$ cat config.mk
export PLATFORM = sky130hd
export DESIGN_NAME = ddr_tx_serializer
export DESIGN_NICKNAME = d
export VERILOG_FILES = /design/src/rtl/ddr_tx_serializer_pkg.sv /design/src/rtl/ddr_tx_serializer.sv
export SDC_FILE = /design/constraint.sdc
export NUM_CORES = 1
export LEC_CHECK = 0
export CORE_ASPECT_RATIO = 0.9
export CORE_UTILIZATION = 49
export DETAILED_ROUTE_END_ITERATION = 6
export PLACE_DENSITY = 0.91
export SYNTH_ARGS = -nofsm -noshare
export SYNTH_HDL_FRONTEND = slang
export SYNTH_SLANG_ARGS = --single-unit
$ cat constraint.sdc
create_clock -name clk -period 2.4 [get_ports clk]
set_input_delay 0.48 -clock clk [delete_from_list [all_inputs] [get_ports clk]]
set_output_delay 0.48 -clock clk [all_outputs]
set_load 0.05 [all_outputs]
$ cat src/rtl/ddr_tx_serializer_pkg.sv
// ---------------------------------------------------------------------------
// ddr_tx_serializer_pkg
//
// Shared definitions for the DDR transmit serializer:
//   TX_IDLE_WORD  - default filler word sent when no data is accepted
//   TX_SYNC_WORD  - default alignment word (only used with TX_SYNC_EN)
//   beatWidth()   - width of the beat counter, clog2(W/2) but never below 1
//   paramsLegal() - parameter sanity check (even width >= 2, sync period >= 2)
// ---------------------------------------------------------------------------
package ddr_tx_serializer_pkg;

    localparam logic [15:0] TX_IDLE_WORD = 16'hBC50;
    localparam logic [15:0] TX_SYNC_WORD = 16'hF628;

    // A 2-bit word has a single beat, which still needs a 1-bit counter
    // so the rest of the datapath keeps a uniform shape.
    function automatic int beatWidth(input int dataWidth);
        int w;
        w = $clog2(dataWidth / 2);
        return (w < 1) ? 1 : w;
    endfunction

    function automatic bit paramsLegal(input int dataWidth, input int syncPeriod);
        return (dataWidth >= 2) && ((dataWidth % 2) == 0) && (syncPeriod >= 2);
    endfunction

endpackage

$ cat src/rtl/ddr_tx_serializer.sv
// ---------------------------------------------------------------------------
// ddr_tx_serializer
//
// Parallel-to-DDR transmit serializer feeding an ODDR/OBUFDS pair (the ODDR
// itself lives in the parent). Words are accepted over a valid/ready
// handshake and shifted out MSB-first, two bits per clk: d1 feeds the
// rising-edge ODDR input, d2 the falling-edge input. When nothing is offered
// an idle word is sent so the link stays continuous and word-aligned.
//
// Optional feature: define TX_SYNC_EN to insert SYNC_WORD as the first word
// after reset and then once every SYNC_PERIOD words.
//
// Ports:
//   clk        in   clock, also the ODDR C input
//   rst        in   asynchronous active-high reset
//   din        in   [DATA_WIDTH] word to transmit
//   din_valid  in   din is valid
//   din_ready  out  word accepted on this edge if din_valid is high
//   d1         out  bit for ODDR D1 (rising edge)
//   d2         out  bit for ODDR D2 (falling edge)
//   word_start out  high during the first beat of every emitted word
//   data_flag  out  high during every beat of a word taken from din
//   data_count out  [32] data words accepted since reset, wraps
// ---------------------------------------------------------------------------
module ddr_tx_serializer
    import ddr_tx_serializer_pkg::*;
#(
    parameter int                    DATA_WIDTH  = 16,
    parameter logic [DATA_WIDTH-1:0] IDLE_WORD   = DATA_WIDTH'(TX_IDLE_WORD),
    parameter logic [DATA_WIDTH-1:0] SYNC_WORD   = DATA_WIDTH'(TX_SYNC_WORD),
    parameter int                    SYNC_PERIOD = 64
) (
    input  logic                  clk,
    input  logic                  rst,
    input  logic [DATA_WIDTH-1:0] din,
    input  logic                  din_valid,
    output logic                  din_ready,
    output logic                  d1,
    output logic                  d2,
    output logic                  word_start,
    output logic                  data_flag,
    output logic [31:0]           data_count
);

    localparam int            BW   = beatWidth(DATA_WIDTH);
    localparam logic [BW-1:0] LAST = BW'(DATA_WIDTH / 2 - 1);

    // Elaboration-time guard against unusable parameter sets.
    if (!paramsLegal(DATA_WIDTH, SYNC_PERIOD) || ($bits(SYNC_WORD) != DATA_WIDTH)) begin : gBadParams
        $error("ddr_tx_serializer: DATA_WIDTH must be even and >= 2, SYNC_PERIOD must be >= 2");
    end

    logic [DATA_WIDTH-1:0] shreg_q, shreg_d;
    logic [BW-1:0]         beat_q, beat_d;
    logic                  wordStart_q, wordStart_d;
    logic                  dataFlag_q, dataFlag_d;
    logic [31:0]           dataCount_q, dataCount_d;

    logic beatLast;
    logic syncDue;
    logic transfer;

    // The wrap beat is the only point where a new word can be loaded, so
    // ready is purely a function of internal state and never of din_valid.
    assign beatLast  = (beat_q == LAST);
    assign din_ready = beatLast && !syncDue;
    assign transfer  = din_valid && din_ready;

`ifdef TX_SYNC_EN
    localparam int SW = $clog2(SYNC_PERIOD);

    logic [SW-1:0] syncCnt_q, syncCnt_d;

    // Every load (sync, data or idle) advances the period counter; a count
    // of zero means the next load must be the alignment word.
    assign syncDue = (syncCnt_q == '0);

    always_comb begin
        syncCnt_d = syncCnt_q;
        if (beatLast) begin
            if (syncCnt_q == SW'(SYNC_PERIOD - 1)) begin
                syncCnt_d = '0;
            end else begin
                syncCnt_d = syncCnt_q + SW'(1);
            end
        end
    end

    always_ff @(posedge clk or posedge rst) begin
        if (rst) begin
            syncCnt_q <= '0;
        end else begin
            syncCnt_q <= syncCnt_d;
        end
    end
`else
    assign syncDue = 1'b0;
`endif

    // Shift two bits per beat; on the wrap beat load the next word with
    // priority sync > data > idle and mark the first beat of the new word.
    always_comb begin
        shreg_d     = shreg_q << 2;
        beat_d      = beat_q + BW'(1);
        wordStart_d = 1'b0;
        dataFlag_d  = dataFlag_q;
        dataCount_d = dataCount_q;
        if (transfer) begin
            dataCount_d = dataCount_q + 32'd1;
        end
        if (beatLast) begin
            beat_d      = '0;
            wordStart_d = 1'b1;
            if (syncDue) begin
`ifdef TX_SYNC_EN
                shreg_d = SYNC_WORD;
`else
                shreg_d = IDLE_WORD;
`endif
                dataFlag_d = 1'b0;
            end else if (transfer) begin
                shreg_d    = din;
                dataFlag_d = 1'b1;
            end else begin
                shreg_d    = IDLE_WORD;
                dataFlag_d = 1'b0;
            end
        end
    end

    // Reset parks the beat counter on LAST so the first edge after reset
    // release is already a load edge.
    always_ff @(posedge clk or posedge rst) begin
        if (rst) begin
            shreg_q     <= '0;
            beat_q      <= LAST;
            wordStart_q <= 1'b0;
            dataFlag_q  <= 1'b0;
            dataCount_q <= '0;
        end else begin
            shreg_q     <= shreg_d;
            beat_q      <= beat_d;
            wordStart_q <= wordStart_d;
            dataFlag_q  <= dataFlag_d;
            dataCount_q <= dataCount_d;
        end
    end

    assign d1         = shreg_q[DATA_WIDTH-1];
    assign d2         = shreg_q[DATA_WIDTH-2];
    assign word_start = wordStart_q;
    assign data_flag  = dataFlag_q;
    assign data_count = dataCount_q;

endmodule

==> key figures <==
Synth
  • Synth Area in Compound Gates: 0.0443
  • Cell taking the most area after synthesis: dfrtp_1
  • Synth warn: 0
  • Net count after synthesis: 210
  • Yosys cell types: 22
  • Adder-Cell Fraction of Synth Area: 0.0219
  • Xor-xnor portion of the synthesized cell area: 0.119
  • Area contributors post-synth: dfrtp_1 55%, xnor2_1 9.6%, nand4_1 3.6%, dfstp_2 3.4%, nand4_4 2.8%
  • Number of synthesized flops with an enable pin: 0
  • Share of the synthesized area in the top cell type: 0.547
  • Post-Syn Instances: 187
  • Register area share after synthesis: 0.582
  • Largest family of logic cells by synthesized area: simple AND/OR/NAND/NOR gates
  • Yosys reg bits: 53
  • Async set or reset register ratio after synthesis: 1.00
  • Most common cell in the netlist: dfrtp_1
  • Multiplexer area fraction after synthesis: 0.00492
  • Mapped Area: 2290 sq um
  • Top post-synthesis cells by count: 50 x dfrtp_1, 25 x xnor2_1, 14 x nand2_1, 13 x nand4_1, 12 x inv_1
  • Simple-gate share of the synthesized area: 0.204
  • Mean area per synthesized cell: 12.2 sq um
  • Main flop type after synthesis: dfrtp_1

Min path
  • Hold Crit Class: primary input to async pin

Final layout
  • Nets@finish: 272
  • Fraction of layout cells with a size suffix above 1: 0.0920
  • Area grow syn2layout: 31.9%
  • # diodes: 0

STA
  • Final setup margin: 282 ps
  • Final period utilization: 0.883
  • Max-slew headroom: 0.652
  • RSZ-0062 raised after global routing: false
  • Skew final: 7.46 ps
  • Final Critical Period: 2120 ps
  • Final hold viol count: 0
  • Max Clk Rate: 0.472 GHz
  • Max Slew Vio Count: 0
  • Final setup viols: 0
  • Worst slew pin tran: 521 ps
  • Setup TNS: 0 ps

Setup path
  • Worst Path Buf+Inv: 1
  • Crit path arrival time: 1640 ps
  • Worst-case reg-to-reg path depth: 6
  • Critical Path Start Type: register
  • Crit path required time: 1920 ps
  • WP depth: 1
  • Crit path kind: register to output port
  • Crit path max fanout: 6
  • Crit-path cells: clkdlybuf4s50_1
  • Crit. End Element: output port
  • Critical Path Max Stage Delay: 850 ps
  • Crit path max-delay family: buffers and inverters
  • CP max-delay cell: clkdlybuf4s50_1

Drt
  • # DRC: 0
  • Via count: 1601
  • Drt total wl: 4270 um
  • Post-DR vias/cell: 5.13
  • Final ANT Viol Nets: 0
  • Routed wire length per instance: 13.7 um
  • Starting DRT DRC Count: 59
  • Number of detailed-route iterations in the first pass: 4

Global routing
  • First-pass GRT wire length: 7020 um
  • Largest net degree at the start of global routing: 27
  • GRT Resource Usage Total: 0.193
  • Initial antenna violation count: 0
  • Vias in the first global route: 1539
  • Total gr overflow: 0

Placed design
  • Input/output buffers: 55
  • DPL Wire Length: 3200 um
  • RD Place Congestion: 0.793
  • Dpl ws: 240 ps

Power
  • Design Power: 1.70 mW
  • VDD IR max: 0.000533 V
  • Leak Pwr: 1.35 nW
  • Power per cell area: 564 nW/um^2

Clocking
  • Post-cts sizing count: 0
  • Root Driver: clkbuf_8
  • # hold bufs at CTS: 0
  • Post-CTS setup buffer count: 0
  • Skew-Pair Late Insertion Delay: 300 ps
  • Max Root-Sink Buffers: 2
  • CTS clk-pin slew, worst paths: 90 ps
  • H-tree depth: 2
  • Number of buffers created by CTS: 5
  • TritonCTS clock tree: done
  • Clk sinks: 53

Floorplanning
  • CORE AREA: 4460 sq um
  • Die ar.: 4950 sq um
  • Ports: 56
  • Starting Density: 0.513
  • Placement Rows: 23
  • Die Span Y: 66.8 um
  • Die width: 74.0 um

Run status
  • Outcome: complete, no violations

Flow run
  • Max cap viols: 0
[report_power, final]
part	internal (mW)	total, mW	switching, mW
clock	0.208	0.472	0.264
sequential	0.928	0.967	0.0391
combinational	0.103	0.262	0.159
total	1.24	1.70	0.463
[cells by family after synthesis]
group,Yosys count
adder cells (fa/ha/maj),4
AO/OA/AOI/OAI,15
multiplexers,1
buffers and inverters,15
XOR/XNOR,31
flip-flops,53
AND/OR/NAND/NOR,68
[state kept, by name, indices dropped and copies added, names as in the netlist]
register / count
data_flag: 1
shreg_q: 16
beat_q: 3
data_count: 32
word_start: 1
[final timing paths]
kind	start	to	slack, ps
worst max-delay path	data_count[7]	data_count[7]	280
worst min-delay path	rst	shreg_q[4]	440
worst max register to register	beat_q[0]	data_count[9]	370
worst min register to register	data_count[31]	data_count[31]	470
max in group asynchronous	rst	beat_q[2]	1390
min in group clk	data_count[31]	data_count[31]	470
[metal layers]
metal	global-route usage	vias up	wire [um]
li1	-	765	-
met1	0.246	799	1940
met2	0.322	30	2140
met3	0.0363	7	112
met4	0.0793	0	70
met5	0	-	0
[placed cells by master, fill, tap and decap left out, types with 3 or more instances in the layout]
cell type | Yosys | routed
clkdlybuf4s50_1 | 0 | 54
dfrtp_1 | 50 | 50
xnor2_1 | 25 | 25
nand2_1 | 14 | 14
nand4_1 | 13 | 13
inv_1 | 12 | 11
nand3_1 | 11 | 11
nor2_1 | 9 | 9
and3_1 | 8 | 8
o21ai_0 | 8 | 8
o22a_1 | 7 | 7
xor2_1 | 6 | 6
clkbuf_8 | 0 | 5
ha_1 | 4 | 4
nand4_4 | 3 | 3
nor4_4 | 3 | 3
and2_1 | 3 | 3
dfstp_2 | 3 | 3
clkbuf_1 | 3 | 3
buf_4 | 0 | 3
[metrics by stage]
| step | cells | instance area, sq um | hold slack (ps) | util |
|---|---|---|---|---|
| floorplan | 187 | 2290 | 448 | - |
| global route | 312 | 3020 | 465 | 0.676 |
| finish | 312 | 3020 | 442 | 0.676 |
| detailed placement | 304 | 2940 | 462 | 0.658 |
| CTS | 312 | 3020 | 444 | 0.676 |
| global placement | 304 | 2940 | 452 | 0.658 |
[cell type report]
class                           instances  area (sq um)
Inverter                               12          45.0
Clock buffer                            8          80.1
Sequential cell                        53          1330
Timing Repair Buffer                   58           583
Multi-Input combinational cell        119           901
Tap cell                               62          77.6
Fill cell                             333          1440
Note: power is estimated with default switching activity, not from simulation.
